[config.mk]
export PLATFORM = sky130hd
export DESIGN_NAME = panel_ctrl
export DESIGN_NICKNAME = d
export VERILOG_FILES = /design/src/rtl/panel_pkg.sv /design/src/rtl/btn_debounce.sv /design/src/rtl/panel_ctrl.sv
export SDC_FILE = /design/constraint.sdc
export NUM_CORES = 1
export LEC_CHECK = 0
export BUFFER_PORTS_ARGS = -buffer_cell sky130_fd_sc_hd__buf_2
export CORE_ASPECT_RATIO = 0.6
export CORE_MARGIN = 2
export CORE_UTILIZATION = 58
export DETAILED_ROUTE_END_ITERATION = 16
export HOLD_SLACK_MARGIN = 0.06
export PLACE_DENSITY = 0.85
export SKIP_LAST_GASP = 1
export SYNTH_ARGS = -nofsm -noshare
export SYNTH_HDL_FRONTEND = slang
export SYNTH_SLANG_ARGS = --single-unit
[constraint.sdc]
create_clock -name clock -period 4.05 [get_ports clock]
set_input_delay 0 -clock clock [delete_from_list [all_inputs] [get_ports clock]]
set_output_delay 0 -clock clock [all_outputs]
set_load 0.02 [all_outputs]
[src/rtl/panel_pkg.sv]
// Shared definitions for the debug front panel: phase encodings, controller
// states and the command codes carried from request arbitration to issue.
package panel_pkg;

    localparam logic [3:0] PH_IF = 4'b0001;
    localparam logic [3:0] PH_DE = 4'b0010;
    localparam logic [3:0] PH_EX = 4'b0100;
    localparam logic [3:0] PH_WB = 4'b1000;

    typedef enum logic [2:0] {
        ST_IDLE,
        ST_ISSUE,
        ST_CONFIRM,
        ST_STEP,
        ST_RUN
    } state_t;

    typedef enum logic [1:0] {
        CMD_NONE,
        CMD_RUN,
        CMD_STEP_INST,
        CMD_STEP_PHASE
    } cmd_t;

    // Last CONFIRM cycle (counted from 0) before the acknowledge is declared lost.
    localparam logic [1:0] CONFIRM_LAST = 2'd2;

endpackage

[src/rtl/btn_debounce.sv]
// Two-flop synchronizer, stable-level debouncer and one-cycle rising-edge
// strobe for a single raw push button.
module btn_debounce #(
    parameter logic [15:0] DB_COUNT = 16'd50000,
    parameter int unsigned DB_WIDTH = 16
) (
    input  logic clock,
    input  logic reset,
    input  logic btn,
    output logic rise
);

    localparam logic [DB_WIDTH-1:0] DB_LAST = DB_WIDTH'(DB_COUNT - 16'd1);

    logic                sync1;
    logic                sync2;
    logic                level;
    logic [DB_WIDTH-1:0] cnt;

    always_ff @(posedge clock) begin
        if (reset) begin
            sync1 <= 1'b0;
            sync2 <= 1'b0;
            level <= 1'b0;
            cnt   <= '0;
            rise  <= 1'b0;
        end else begin
            sync1 <= btn;
            sync2 <= sync1;
            rise  <= 1'b0;
            // Any cycle agreeing with the accepted level restarts the count.
            if (sync2 == level) begin
                cnt <= '0;
            end else if (cnt == DB_LAST) begin
                level <= sync2;
                cnt   <= '0;
                rise  <= sync2;
            end else begin
                cnt <= cnt + 1'b1;
            end
        end
    end

endmodule

[src/rtl/panel_ctrl.sv]
// Front-panel controller: arbitrates debounced run/step requests into single
// command pulses, confirms them against the phase generator, handles breakpoints.
module panel_ctrl
    import panel_pkg::*;
#(
    parameter logic [15:0] DB_COUNT = 16'd50000,
    parameter int unsigned DB_WIDTH = 16
) (
    input  logic        clock,
    input  logic        reset,
    input  logic        btn_run,
    input  logic        btn_step_inst,
    input  logic        btn_step_phase,
    input  logic        running,
    input  logic [3:0]  cstate,
    input  logic [31:0] pc,
    input  logic [31:0] bp_addr,
    input  logic        bp_en,
    output logic        run,
    output logic        step_inst,
    output logic        step_phase,
    output logic        bp_hit,
    output logic        err
);

    logic rise_run, rise_inst, rise_phase;

    btn_debounce #(.DB_COUNT(DB_COUNT), .DB_WIDTH(DB_WIDTH)) u_db_run (
        .clock(clock), .reset(reset), .btn(btn_run), .rise(rise_run)
    );
    btn_debounce #(.DB_COUNT(DB_COUNT), .DB_WIDTH(DB_WIDTH)) u_db_inst (
        .clock(clock), .reset(reset), .btn(btn_step_inst), .rise(rise_inst)
    );
    btn_debounce #(.DB_COUNT(DB_COUNT), .DB_WIDTH(DB_WIDTH)) u_db_phase (
        .clock(clock), .reset(reset), .btn(btn_step_phase), .rise(rise_phase)
    );

    state_t     state, state_d;
    cmd_t       cmd, cmd_d;
    logic       start, start_d;
    logic [1:0] tmo;
    logic       pend_run, pend_inst, pend_phase;
    logic       pend_run_d, pend_inst_d, pend_phase_d;
    logic       armed_off;
    logic       err_set;

    logic req_run, req_inst, req_phase, bp_match, issue_start;

    assign req_run     = pend_run | rise_run;
    assign req_inst    = pend_inst | rise_inst;
    assign req_phase   = pend_phase | rise_phase;
    assign bp_match    = (state == ST_RUN) && bp_en && (cstate == PH_IF) &&
                         (pc == bp_addr) && !armed_off;
    assign issue_start = (state == ST_ISSUE) && start;

    assign run        = (state == ST_ISSUE) && (cmd == CMD_RUN);
    assign step_inst  = (state == ST_ISSUE) && (cmd == CMD_STEP_INST);
    assign step_phase = (state == ST_ISSUE) && (cmd == CMD_STEP_PHASE);

    always_comb begin
        state_d      = state;
        cmd_d        = cmd;
        start_d      = start;
        err_set      = 1'b0;
        pend_run_d   = req_run;
        pend_inst_d  = req_inst;
        pend_phase_d = req_phase;
        case (state)
            ST_IDLE: begin
                // Highest-priority request is issued, the rest are dropped.
                pend_run_d   = 1'b0;
                pend_inst_d  = 1'b0;
                pend_phase_d = 1'b0;
                if (req_run) begin
                    cmd_d   = CMD_RUN;
                    start_d = 1'b1;
                    state_d = ST_ISSUE;
                end else if (req_inst) begin
                    cmd_d   = CMD_STEP_INST;
                    start_d = 1'b1;
                    state_d = ST_ISSUE;
                end else if (req_phase) begin
                    cmd_d   = CMD_STEP_PHASE;
                    start_d = 1'b1;
                    state_d = ST_ISSUE;
                end
            end
            ST_ISSUE: state_d = ST_CONFIRM;
            ST_CONFIRM: begin
                pend_run_d   = pend_run;
                pend_inst_d  = pend_inst;
                pend_phase_d = pend_phase;
                if (start && running) begin
                    state_d = (cmd == CMD_RUN) ? ST_RUN : ST_STEP;
                end else if (!start && !running) begin
                    state_d = ST_IDLE;
                end else if (tmo == CONFIRM_LAST) begin
                    err_set = 1'b1;
                    state_d = running ? ST_RUN : ST_IDLE;
                end
            end
            ST_STEP: begin
                pend_run_d   = pend_run;
                pend_inst_d  = pend_inst;
                pend_phase_d = pend_phase;
                if (!running) state_d = ST_IDLE;
            end
            ST_RUN: begin
                pend_run_d   = 1'b0;
                pend_inst_d  = 1'b0;
                pend_phase_d = 1'b0;
                if (req_run || bp_match) begin
                    cmd_d   = CMD_RUN;
                    start_d = 1'b0;
                    state_d = ST_ISSUE;
                end
            end
            default: state_d = ST_IDLE;
        endcase
    end

    always_ff @(posedge clock) begin
        if (reset) begin
            state      <= ST_IDLE;
            cmd        <= CMD_NONE;
            start      <= 1'b0;
            tmo        <= '0;
            pend_run   <= 1'b0;
            pend_inst  <= 1'b0;
            pend_phase <= 1'b0;
            bp_hit     <= 1'b0;
            err        <= 1'b0;
            armed_off  <= 1'b0;
        end else begin
            state      <= state_d;
            cmd        <= cmd_d;
            start      <= start_d;
            tmo        <= (state == ST_CONFIRM) ? tmo + 2'd1 : '0;
            pend_run   <= pend_run_d;
            pend_inst  <= pend_inst_d;
            pend_phase <= pend_phase_d;
            err        <= err | err_set;
            // A start issued at the breakpoint must not re-trigger before leaving IF.
            if (issue_start) begin
                bp_hit    <= 1'b0;
                armed_off <= 1'b1;
            end else begin
                if (bp_match) bp_hit <= 1'b1;
                if (cstate != PH_IF) armed_off <= 1'b0;
            end
        end
    end

endmodule

==> out/qor.csv <==
stage,metric,value,unit
logic_synthesis,Area contributors post-synth,"dfxtp_1 42%, xnor2_1 12%, nor2_1 7.8%, xor2_1 7.3%, nand4_1 2.9%",
sta,minimum clock period,2220,ps
clock_tree,setup bufs post-CTS,0,
sta,Slew Limit Headroom,36.9,%
logic_synthesis,Mapped Nets,468,
power_and_ir_drop,VDD IR max,0.256,mV
place,Detailed Place HPWL,5.37,mm
logic_synthesis,leading area contributor after synthesis,dfxtp_1,
logic_synthesis,Post-Syn Area,3500,µm²
route,overall routed net length,7.09,mm
cells_and_area,post-layout util,74.3,%
clock_tree,Root Buffer,clkbuf_8,
setup_path,CP Data Required Time,4050,ps
logic_synthesis,Post-Synthesis Cells,387,
die,Ports,80,
global_route,grt ovf,0,
sta,fmax,451,MHz
sta,setup TNS,0,ps
cells_and_area,Layout fillers,428,
route,via total after detailed routing,2845,
clock_tree,CTS buffer count,9,
place,placed instance area,3960,µm²
die,die height,64.1,µm
logic_synthesis,number of synthesized register bits,74,
setup_path,Worst Setup Start Kind,flop,
power_and_ir_drop,Cell Pwr Density,411,nW/µm²
cells_and_area,"commonest non-fill, non-tap cells in the layout","79 x buf_2, 74 x dfxtp_1, 73 x nor2_1, 48 x xnor2_1, 29 x xor2_1",
route,Antenna Nets Post-Route,0,
job,max_cap viols,0,
sta,final hold slack,118,ps
cells_and_area,layout cells sized above 1,22.1,%
logic_synthesis,post-synth top area share,42.4,%
place,pre-CTS setup slack,2100,ps
setup_path,WS Path Type,reg -> out,
cells_and_area,sequential cell area,1480,µm²
place,RePlAce Congestion,0.841,
route,WL/cell,12.7,µm
logic_synthesis,library cells used by synthesis,38,
sta,Tcrit/Tclk final,54.8,%
sta,worst-margin pin slew,945,ps
global_route,Total GRT Usage,22.9,%
logic_synthesis,synthesized area per cell,9.04,µm²
global_route,largest net degree at the start of global routing,29,
logic_synthesis,synth warn,0,
sta,worst setup margin,1830,ps
setup_path,worst path arrival time,2220,ps
setup_path,crit-path max FO,13,
sta,Max Transition Viols Final,0,
cells_and_area,post-route cell area,4240,µm²
die,Die ar.,6690,µm²
clock_tree,"CTS clk-pin slew, worst paths",80,ps
route,DRC Markers,0,
die,core area,5700,µm²
die,die width,104,µm
clock_tree,buffer depth of the longest clock path,2,
cells_and_area,Multi-input gate area,1960,µm²
die,Row Count,21,
logic_synthesis,sequential area share after synthesis,42.4,%
sta,RSZ-0062 raised after global routing,no,
die,Initial Utilization,61.3,%
setup_path,Crit. End Element,output pin,
global_route,vias in the first global route,2693,
sta,Setup-failing EPs final,0,
route,first-pass iteration count of the detailed router,4,
global_route,initial antenna violation count,0,
route,vias per inst,5.09,
clock_tree,H-Tree Depth,3,
cells_and_area,Layout Area Growth over Synthesis,21.1,%
clock_tree,TritonCTS clock tree,yes,
cells_and_area,"commonest non-fill, non-tap cell in the layout",buf_2,
route,Detailed Route Iter0 Violations,94,
clock_tree,worst skew pair latency,340,ps
clock_tree,Clock Sinks,74,
global_route,first-pass GRT wire length,12.3,mm
power_and_ir_drop,static leakage,1.62,nW
sta,clk_skew,6.74,ps
cells_and_area,Ant. Diodes,0,
cells_and_area,fin nets,555,
place,number of port buffers,79,
min_path,Hold WC Path Type,in -> reg,
run_status,outcome,"complete, no violations",
sta,final hold vios,0,
## cells in the mapped netlist, drive strengths merged
master,count
dfxtp,74
nor2,73
xnor2,48
xor2,29
nand2,22
nand3,19
nand4,16
nor3,14
and3,10
clkbuf,8
inv,8
nor2b,8
nor4,7
nor4b,7
ha,6
a21oi,5
mux2i,4
nand2b,4
nor3b,3
or2,3
a22oi,2
a31oi,2
nand3b,2
nor4bb,2
o21a,2
a221oi,1
a311oi,1
and2b,1
and3b,1
and4,1
o21bai,1
o221a,1
o22ai,1
o31a,1
## worst max-delay path, cell delays in order, from the launching register on
cell     delay, ps
dfxtp_1        620
nor3b_1        830
nand2_1        110
nor2_1         130
buf_2          180
## final timing paths
path | start | end | slack, ps | cells past startpoint
worst max-delay path | state[0] | step_inst | 1830 | 4
worst min-delay path | reset | err | 120 | 2
worst max register to register | state[0] | start | 2060 | 6
worst min register to register | tmo[0] | tmo[0] | 440 | 1
## final cells by class
type,instances,share of cell area (%)
clock buffers,13,4.22
clock inverters,3,1.06
inverters,8,0.709
multi-input cells,297,46.2
flip-flops and latches,74,35.0
well taps,80,2.36
repair buffers,84,10.5
## state kept, by name, indices dropped and copies added, names as in the netlist, 2 cells and up
signal and cells:
u_db_inst.cnt 16, u_db_phase.cnt 16, u_db_run.cnt 16, state 3
cmd 2, tmo 2
## timing repair
item / in CTS / in global routing
hold buffers: 5 / 0
endpoints found under the setup margin: 0 / 0
endpoints found under the hold margin: 4 / 0
resized for setup: 0 / 0
## logic make-up after synthesis
kind of cell	Yosys count	synth area share, %
AO/OA/AOI/OAI	17	3.51
XOR/XNOR	77	19.3
adder cells (fa/ha/maj)	6	2.15
buffers and inverters	16	1.72
flip-flops	74	42.4
multiplexers	4	1.14
AND/OR/NAND/NOR	193	29.8
## routing by layer
metal | GRT usage (%) | part of all wire (%) | wire length [µm]
met5 | 0 | 0 | 0
met3 | 6.02 | 3.6 | 254
met2 | 35.8 | 46 | 3250
met4 | 6.25 | 1.0 | 74
met1 | 31.5 | 49 | 3510
## power breakdown
| group | internal [W] | switching [W] |
|---|---|---|
| logic | 0.000154 | 0.000166 |
| clock network | 0.000352 | 0.000259 |
| registers | 0.000757 | 0.0000545 |
## stage by stage
stage / total power (W) / std cells
after detailed placement: 0.00113 / 538
after global placement: 0.00112 / 538
final: 0.00174 / 559
after floorplan: 0.00104 / 387
after CTS: 0.00175 / 559
after global routing: 0.00182 / 559
(Power assumes the default switching activity.)
